File: config.mk
export PLATFORM = sky130hd
export DESIGN_NAME = ysyx_22050019_mem_arbiter
export DESIGN_NICKNAME = d
export VERILOG_FILES = /design/src/rtl/ysyx_22050019_axi_pkg.sv /design/src/rtl/ysyx_22050019_arb2.sv /design/src/rtl/ysyx_22050019_mem_arbiter.sv
export SDC_FILE = /design/constraint.sdc
export NUM_CORES = 1
export LEC_CHECK = 0
export BUFFER_PORTS_ARGS = -buffer_cell sky130_fd_sc_hd__buf_2
export CORE_AREA = 8 8 262 264
export DETAILED_ROUTE_END_ITERATION = 10
export DIE_AREA = 0 0 270 272
export GPL_ROUTABILITY_DRIVEN = 0
export PLACE_DENSITY = 0.33
export SLEW_MARGIN = 20
export SYNTH_ARGS = -nofsm -noshare
export SYNTH_HDL_FRONTEND = slang
export SYNTH_SLANG_ARGS = --single-unit
File: constraint.sdc
create_clock -name clk -period 2.8 [get_ports clk]
set_input_delay 0.28 -clock clk [delete_from_list [all_inputs] [get_ports clk]]
set_output_delay 0.28 -clock clk [all_outputs]
set_load 0.005 [all_outputs]
File: src/rtl/ysyx_22050019_axi_pkg.sv
// Shared AXI-lite constants, arbiter state encoding and owner codes for the
// core-side memory arbiter.
package ysyx_22050019_axi_pkg;

  localparam int unsigned DEFAULT_ADDR_W = 64;
  localparam int unsigned DEFAULT_DATA_W = 64;

  localparam logic [1:0] RESP_OKAY   = 2'b00;
  localparam logic [1:0] RESP_SLVERR = 2'b10;

  typedef enum logic [1:0] {
    IDLE = 2'd0,
    RD   = 2'd1,
    WR   = 2'd2
  } arb_state_e;

  localparam logic OWN_I = 1'b0;
  localparam logic OWN_D = 1'b1;

endpackage

File: src/rtl/ysyx_22050019_arb2.sv
// Two-request grant picker (icache vs dcache). Fixed dcache priority by default;
// round-robin with an internal `last` register when YSYX_22050019_ARB_RR_EN is defined.
module ysyx_22050019_arb2
  import ysyx_22050019_axi_pkg::*;
(
  input  logic clk,
  input  logic rst,
  input  logic i_req_ic,
  input  logic i_req_dc,
  input  logic i_grant_en,
  output logic o_gnt_d,
  output logic o_gnt_vld
);

  assign o_gnt_vld = i_req_ic | i_req_dc;

`ifdef YSYX_22050019_ARB_RR_EN
  logic r_last;

  // Resets to dcache so the icache wins the first tie.
  always_ff @(posedge clk) begin
    if (rst) begin
      r_last <= OWN_D;
    end else if (i_grant_en && o_gnt_vld) begin
      r_last <= o_gnt_d;
    end
  end

  always_comb begin
    o_gnt_d = i_req_dc;
    if (i_req_ic && i_req_dc) begin
      o_gnt_d = (r_last == OWN_I);
    end
  end
`else
  logic w_unused;
  assign w_unused = ^{clk, rst, i_grant_en, i_req_ic};

  assign o_gnt_d = i_req_dc;
`endif

endmodule

File: src/rtl/ysyx_22050019_mem_arbiter.sv
// Single-transaction AXI-lite arbiter sharing the memory port between icache and dcache.
// Define YSYX_22050019_ARB_RR_EN for round-robin arbitration instead of fixed priority.
module ysyx_22050019_mem_arbiter
  import ysyx_22050019_axi_pkg::*;
#(
  parameter int unsigned ADDR_W = DEFAULT_ADDR_W,
  parameter int unsigned DATA_W = DEFAULT_DATA_W
) (
  input  logic                clk,
  input  logic                rst,
  // icache read
  input  logic                i_ar_valid,
  output logic                i_ar_ready,
  input  logic [ADDR_W-1:0]   i_ar_addr,
  output logic                i_r_valid,
  input  logic                i_r_ready,
  output logic [DATA_W-1:0]   i_r_data,
  output logic [1:0]          i_r_resp,
  // dcache read
  input  logic                d_ar_valid,
  output logic                d_ar_ready,
  input  logic [ADDR_W-1:0]   d_ar_addr,
  output logic                d_r_valid,
  input  logic                d_r_ready,
  output logic [DATA_W-1:0]   d_r_data,
  output logic [1:0]          d_r_resp,
  // dcache write
  input  logic                d_aw_valid,
  output logic                d_aw_ready,
  input  logic [ADDR_W-1:0]   d_aw_addr,
  input  logic                d_w_valid,
  output logic                d_w_ready,
  input  logic [DATA_W-1:0]   d_w_data,
  input  logic [DATA_W/8-1:0] d_w_strb,
  output logic                d_b_valid,
  input  logic                d_b_ready,
  output logic [1:0]          d_b_resp,
  // memory side
  output logic                m_ar_valid,
  input  logic                m_ar_ready,
  output logic [ADDR_W-1:0]   m_ar_addr,
  input  logic                m_r_valid,
  output logic                m_r_ready,
  input  logic [DATA_W-1:0]   m_r_data,
  input  logic [1:0]          m_r_resp,
  output logic                m_aw_valid,
  input  logic                m_aw_ready,
  output logic [ADDR_W-1:0]   m_aw_addr,
  output logic                m_w_valid,
  input  logic                m_w_ready,
  output logic [DATA_W-1:0]   m_w_data,
  output logic [DATA_W/8-1:0] m_w_strb,
  input  logic                m_b_valid,
  output logic                m_b_ready,
  input  logic [1:0]          m_b_resp
);

  arb_state_e r_state, w_state_nxt;
  logic       r_own, w_own_nxt;
  logic       r_ar_done, w_ar_done_nxt;
  logic       r_aw_done, w_aw_done_nxt;
  logic       r_w_done, w_w_done_nxt;

  logic w_idle, w_rd, w_wr, w_own_d;
  logic w_gnt_d, w_gnt_vld;

  assign w_idle  = (r_state == IDLE);
  assign w_rd    = (r_state == RD);
  assign w_wr    = (r_state == WR);
  assign w_own_d = (r_own == OWN_D);

  ysyx_22050019_arb2 u_arb2 (
    .clk        (clk),
    .rst        (rst),
    .i_req_ic   (i_ar_valid),
    .i_req_dc   (d_ar_valid | d_aw_valid),
    .i_grant_en (w_idle),
    .o_gnt_d    (w_gnt_d),
    .o_gnt_vld  (w_gnt_vld)
  );

  always_ff @(posedge clk) begin
    if (rst) begin
      r_state   <= IDLE;
      r_own     <= OWN_I;
      r_ar_done <= 1'b0;
      r_aw_done <= 1'b0;
      r_w_done  <= 1'b0;
    end else begin
      r_state   <= w_state_nxt;
      r_own     <= w_own_nxt;
      r_ar_done <= w_ar_done_nxt;
      r_aw_done <= w_aw_done_nxt;
      r_w_done  <= w_w_done_nxt;
    end
  end

  always_comb begin
    w_state_nxt   = r_state;
    w_own_nxt     = r_own;
    w_ar_done_nxt = r_ar_done;
    w_aw_done_nxt = r_aw_done;
    w_w_done_nxt  = r_w_done;
    unique case (r_state)
      IDLE: begin
        w_ar_done_nxt = 1'b0;
        w_aw_done_nxt = 1'b0;
        w_w_done_nxt  = 1'b0;
        if (w_gnt_vld) begin
          w_own_nxt   = w_gnt_d ? OWN_D : OWN_I;
          // Within the dcache a pending write beats a pending read.
          w_state_nxt = (w_gnt_d && d_aw_valid) ? WR : RD;
        end
      end
      RD: begin
        if (m_ar_valid && m_ar_ready) w_ar_done_nxt = 1'b1;
        if (m_r_valid && m_r_ready) begin
          w_state_nxt   = IDLE;
          w_ar_done_nxt = 1'b0;
        end
      end
      WR: begin
        if (m_aw_valid && m_aw_ready) w_aw_done_nxt = 1'b1;
        if (m_w_valid && m_w_ready)   w_w_done_nxt  = 1'b1;
        if (m_b_valid && m_b_ready) begin
          w_state_nxt   = IDLE;
          w_aw_done_nxt = 1'b0;
          w_w_done_nxt  = 1'b0;
        end
      end
      default: w_state_nxt = IDLE;
    endcase
  end

  // Read address / data channels
  assign m_ar_valid = w_rd & ~r_ar_done & (w_own_d ? d_ar_valid : i_ar_valid);
  assign i_ar_ready = w_rd & ~w_own_d & ~r_ar_done & m_ar_ready;
  assign d_ar_ready = w_rd &  w_own_d & ~r_ar_done & m_ar_ready;
  assign m_ar_addr  = w_own_d ? d_ar_addr : i_ar_addr;

  assign i_r_valid  = w_rd & ~w_own_d & m_r_valid;
  assign d_r_valid  = w_rd &  w_own_d & m_r_valid;
  assign m_r_ready  = w_rd & (w_own_d ? d_r_ready : i_r_ready);
  assign i_r_data   = m_r_data;
  assign i_r_resp   = m_r_resp;
  assign d_r_data   = m_r_data;
  assign d_r_resp   = m_r_resp;

  // Write channels: AW and W complete independently, B ends the transaction.
  assign m_aw_valid = w_wr & ~r_aw_done & d_aw_valid;
  assign d_aw_ready = w_wr & ~r_aw_done & m_aw_ready;
  assign m_aw_addr  = d_aw_addr;

  assign m_w_valid  = w_wr & ~r_w_done & d_w_valid;
  assign d_w_ready  = w_wr & ~r_w_done & m_w_ready;
  assign m_w_data   = d_w_data;
  assign m_w_strb   = d_w_strb;

  assign d_b_valid  = w_wr & m_b_valid;
  assign m_b_ready  = w_wr & d_b_ready;
  assign d_b_resp   = m_b_resp;

endmodule

==> impl_results.md, run 1 <==
- Post-CTS sizing: 0
- Syn nets: 738
- Maxcap violations: 0
- Maximum VDD drop: 0.120 mV
- Slew Viols, Final: 0
- Crit end category: output pin
- Data required, critical path: 2520 ps
- Crit path buf inv count: 2
- Number of I/O pins: 692
- Most frequent cells in the layout: 217 x buf_2, 64 x mux2_2, 9 x nor2_1
- CP Class: flip-flop to output pin
- Root Buffer: clkbuf_16
- GRT Total Usage: 0.0382
- Crit path max-delay family: flip-flops
- Warning count from the yosys run: 0
- Clock tree from TritonCTS: yes
- Layout cells sized above 1: 0.854
- Final Hold Fails: 0
- Vias/cell: 1.82
- Arrival time at the worst endpoint: 1750 ps
- Port Buffer Count: 217
- Cell Rows: 94
- Total gr overflow: 0
- Largest net degree at the start of global routing: 47
- Synthesized area: 3170 µm²
- Diodes inserted: 0
- Post-CTS Setup Bufs: 0
- Total power: 0.000830 W
- Die Y: 272 µm
- Final setup viols: 0
- Post-CTS Hold Buffers: 0
- Initial antenna violation count: 3
- Fmax: 0.492 GHz
- Mapped Cells: 392
- CP Cell Sequence: buf_12, mux2_2, buf_2
- Syn_area_per_cell: 8.10 µm²
- Area Growth Syn to Fin: 5.91%
- DIE AREA: 73400 µm²
- ANT nets after route: 0
- First-pass GRT wire length: 19900 µm
- Unrepaired setup endpoints after global routing: false
- Htree depth: 1
- Register bit total from synthesis: 6
- CP startpoint kind: flip-flop
- Clock slew at reported path FFs: 40 ps
- Yosys cell types: 24
- WL per Instance: 12.8 µm
- CTS sink count: 6
- P per Cell Area: 247 nW/µm²
- Die width: 270 µm
- Clk_skew: 7.12 ps
- Vias in the first global route: 2467
- Initial core utilization: 0.0490
- # DRC: 0
- Drt pass-1 iters: 4
- Post-Place Worst Slack: 925 ps
- Worst Hold Class: input port to flip-flop
- Fin crit share: 0.725
- Leakage Power: 1.29 nW
- Crit-path max FO: 46
- Final WL: 15400 µm
- Latest clock arrival within the worst-skew pair: 240 ps
- Setup_tns: 0 ps
- DRT iter0 DRCs: 33
- Total CTS buffers: 3
- Vias: 2178
- Dpl hpwl: 13800 µm
- Core Region: 64800 µm²
- Final net count: 682
- Commonest non-fill, non-tap cell in the layout: buf_2
- Worst setup margin: 769 ps
- Post-synthesis sequential area ratio: 0.0378
- CP max stage cell: dfxtp_4
- Min Tclk post-route: 2030 ps
- Outcome: completed
- Largest stage delay, worst path: 620 ps
- Worst slew pin tran: 578 ps
- Slew headroom: 0.604
- Clock buffer depth: 2
## per-stage QoR
stage | hold slack [ps] | instance area [µm²] | utilization | cells
finish | 293 | 3360 | 0.0519 | 1199
global route | 322 | 3360 | 0.0519 | 1199
CTS | 293 | 3360 | 0.0519 | 1199
detailed placement | 485 | 3280 | 0.0507 | 1195
global placement | 479 | 3280 | 0.0507 | 1195
floorplan | 349 | 3170 | - | 392
## synth_stat cells
cell	number	share of area
nand3b_1	1	0.0024
o22ai_1	1	0.0020
nand2b_1	2	0.0039
a21o_1	1	0.0024
o21ai_0	2	0.0032
nor2_1	9	0.011
o21bai_1	2	0.0047
buf_4	274	0.65
o41a_1	1	0.0035
a211oi_1	1	0.0024
inv_1	3	0.0035
nor3_1	2	0.0032
and2_1	2	0.0039
mux2_2	64	0.23
a21boi_0	1	0.0024
buf_2	5	0.0079
nand2_1	2	0.0024
mux2i_1	2	0.0063
nor2b_1	1	0.0020
or3_1	2	0.0039
a31oi_1	2	0.0039
nor3b_1	4	0.0095
a21oi_1	2	0.0032
dfxtp_1	6	0.038
## area by class of cell
class,count,area (µm²)
timing repair buffer,218,1110
inverter,3,11.3
multi-input combinational,104,961
sequential,6,124
fill,7700,61400
tap,864,1080
clock buffer,4,78.8
## sequential cells by signal, indices dropped and copies added (netlist names)
| signal | count |
|---|---|
| r_w_done | 1 |
| r_aw_done | 1 |
| r_state | 2 |
| r_own | 1 |
| r_ar_done | 1 |
## power by group
group	switching, W	leakage [nW]	internal (W)
Clock	0.0000636	0.0382	0.000190
Combinational	0.000191	1.20	0.000266
Sequential	0.0000277	0.0497	0.0000916
Total	0.000282	1.29	0.000548
## worst reg2reg max path, stage by stage, from the launching register on
cell	delay (ps)
dfxtp_4	620
mux2i_1	600
o21ai_0	180
a211oi_1	220
## metal layers
| metal | GRT usage | wire, µm | vias up |
|---|---|---|---|
| met5 | 0 | 41 | - |
| met4 | 0.0232 | 950 | 6 |
| met3 | 0.0452 | 3610 | 109 |
| met2 | 0.0492 | 6110 | 332 |
| met1 | 0.0341 | 4680 | 852 |
| li1 | - | - | 879 |
## path summary, 6_finish.rpt
path | cells after the start | slack [ps] | to | startpoint
setup / recovery | 3 | 770 | m_ar_addr[16] | r_own
hold / removal | 2 | 290 | r_own | rst
setup reg to reg | 3 | 1100 | r_state[0] | r_own
hold reg to reg | 2 | 500 | r_w_done | r_w_done
## kinds of logic after synthesis
logic type	Yosys count	share of synthesized area
AOI/OAI and AO/OA	13	0.0276
DFF	6	0.0378
muxes	66	0.233
buffers and inverters	282	0.659
and+or+nand+nor	25	0.0418
(Power assumes the default switching activity.)
==> run 2: changes to the inputs <==
- CORE_AREA: 8 8 262 264 -> 8 8 260 262
- DIE_AREA: 0 0 270 272 -> 0 0 268 270
- clock period: 2.8 -> 2.1 ns (I/O delays scaled with it)
==> impl_results.md, run 2 (synthesis results as in run 1) <==
- Latest clock arrival within the worst-skew pair: 240 ps (about the same)
- GRT Total Usage: 0.0369 (-0.00137)
- Maximum VDD drop: 0.148 mV (+23%)
- Vias: 2212 (+1.6%)
- Dpl hpwl: 13400 µm (-2.8%)
- Clk_skew: 7.11 ps (-0.00194 ps)
- Leakage Power: 1.30 nW (+0.80%)
- Number of I/O pins: 692 (unchanged)
- Outcome: completed
- Largest Register: r_state
- Clock buffer depth: 2 (unchanged)
- Worst Hold Class: input port to flip-flop
- Final net count: 684 (+0.29%)
- CTS sink count: 6 (unchanged)
- Port Buffer Count: 217 (unchanged)
- DP Cell Count: 1188 (-0.59%)
- Setup_tns: 0 ps (unchanged)
- Core Region: 63600 µm² (-1.8%)
- Slew Viols, Final: 0 (unchanged)
- Post-CTS Setup Bufs: 0 (unchanged)
- Clock tree from TritonCTS: yes
- Die width: 268 µm (-0.74%)
- Post-CTS sizing: 0 (unchanged)
- CP Class: flip-flop to output pin
- DRT iter0 DRCs: 51 (+55%)
- Vias in the first global route: 2575 (+4.4%)
- Max reg flops: 2 (unchanged)
- Post-CTS Hold Buffers: 0 (unchanged)
- Final setup viols: 0 (unchanged)
- Crit-path max FO: 10 (-78%)
- P per Cell Area: 329 nW/µm² (+33%)
- # DRC: 0 (unchanged)
- Root Buffer: clkbuf_16
- Largest stage delay, worst path: 500 ps (-120 ps)
- Crit end category: output pin
- Crit path max-delay family: simple AND/OR/NAND/NOR gates
- Multi-input logic area: 961 µm² (unchanged)
- Cell Rows: 93 (-1.1%)
- Crit path buf inv count: 1 (-1)
- CP max stage cell: dfxtp_1
- Maxcap violations: 0 (unchanged)
- Die Y: 270 µm (-0.74%)
- Arrival time at the worst endpoint: 1560 ps (-190 ps)
- First-pass GRT wire length: 18700 µm (-5.8%)
- Clock slew at reported path FFs: 50 ps (about the same)
- Fmax: 0.564 GHz
- Commonest non-fill, non-tap cell in the layout: buf_2
- Fillcell total: 7580 (-1.6%)
- Data required, critical path: 1890 ps (-630 ps)
- CP Cell Sequence: nand2b_1, or3_1, nor2_1, buf_2
- Worst slew pin tran: 456 ps (-122 ps)
- Most frequent cells in the layout: 217 x buf_2, 64 x mux2_2, 9 x nor2_1
- Area Growth Syn to Fin: 6.11%
- Layout cells sized above 1: 0.855 (+0.000868)
- WL per Instance: 12.4 µm (-3.8%)
- Final Hold Fails: 0 (unchanged)
- Largest net degree at the start of global routing: 40 (-15%)
- CP startpoint kind: flip-flop
- Fin crit share: 0.844
- Fin cells: 1193 (-0.50%)
- Total CTS buffers: 3 (unchanged)
- Initial core utilization: 0.0499 (+0.000889)
- Drt pass-1 iters: 4 (unchanged)
- Vias/cell: 1.85 (+2.1%)
- Unrepaired setup endpoints after global routing: false
- Final WL: 14700 µm (-4.2%)
- DIE AREA: 72400 µm² (-1.5%)
- Slew headroom: 0.695 (+0.0916)
- Register area: 124 µm² (unchanged)
- Total gr overflow: 0 (unchanged)
- Htree depth: 1 (unchanged)
- Min Tclk post-route: 1770 ps
- Initial antenna violation count: 6 (+3)
- ANT nets after route: 0 (unchanged)
run 2: path summary, 6_finish.rpt:
check | start | endpoint | slack [ps] | depth (start not counted)
worst max-delay path | r_state[0] | d_ar_ready | 330 | 4
worst min-delay path | d_w_valid | r_w_done | 230 | 3
worst max register to register | r_own | r_ar_done | 580 | 4
worst min register to register | r_w_done | r_w_done | 510 | 2
run 2: stage by stage:
| step | setup WS, ps | util | hold WS, ps | cell area [µm²] | total power [W] |
|---|---|---|---|---|---|
| detailed placement | 537 | 0.0516 | 420 | 3290 | 0.000790 |
| global route | 213 | 0.0529 | 243 | 3370 | 0.00121 |
| CTS | 279 | 0.0529 | 220 | 3370 | 0.00117 |
| floorplan | 758 | - | 279 | 3170 | 0.000844 |
| global placement | 545 | 0.0516 | 420 | 3290 | 0.000782 |
| finish | 327 | 0.0529 | 227 | 3370 | 0.00111 |
run 2: cell type report:
type,instances,area share
well taps,855,0.318
clock buffers,4,0.0234
diodes,1,0.000743
inverters,3,0.00334
flip-flops and latches,6,0.0368
repair buffers,220,0.333
multi-input cells,104,0.285
run 2: where the power goes:
group,total (W),switching [W],internal [W]
clock,0.000346,0.0000912,0.000255
combinational,0.000617,0.000258,0.000360
sequential,0.000143,0.0000214,0.000122
run 2: layer usage:
metal | wire length (µm) | GRT usage | share of wire | vias to the layer above
met1 | 3870 | 0.0264 | 0.26 | 873
met4 | 1280 | 0.0296 | 0.087 | 2
li1 | - | - | - | 885
met3 | 3320 | 0.0359 | 0.23 | 107
met5 | 12 | 0 | 0.00081 | -
met2 | 6250 | 0.0576 | 0.42 | 345
run 2: tightest hold or removal path, cell delays in order:
cell	delay [ps]
buf_2	80
a31oi_1	60
nor2_1	70
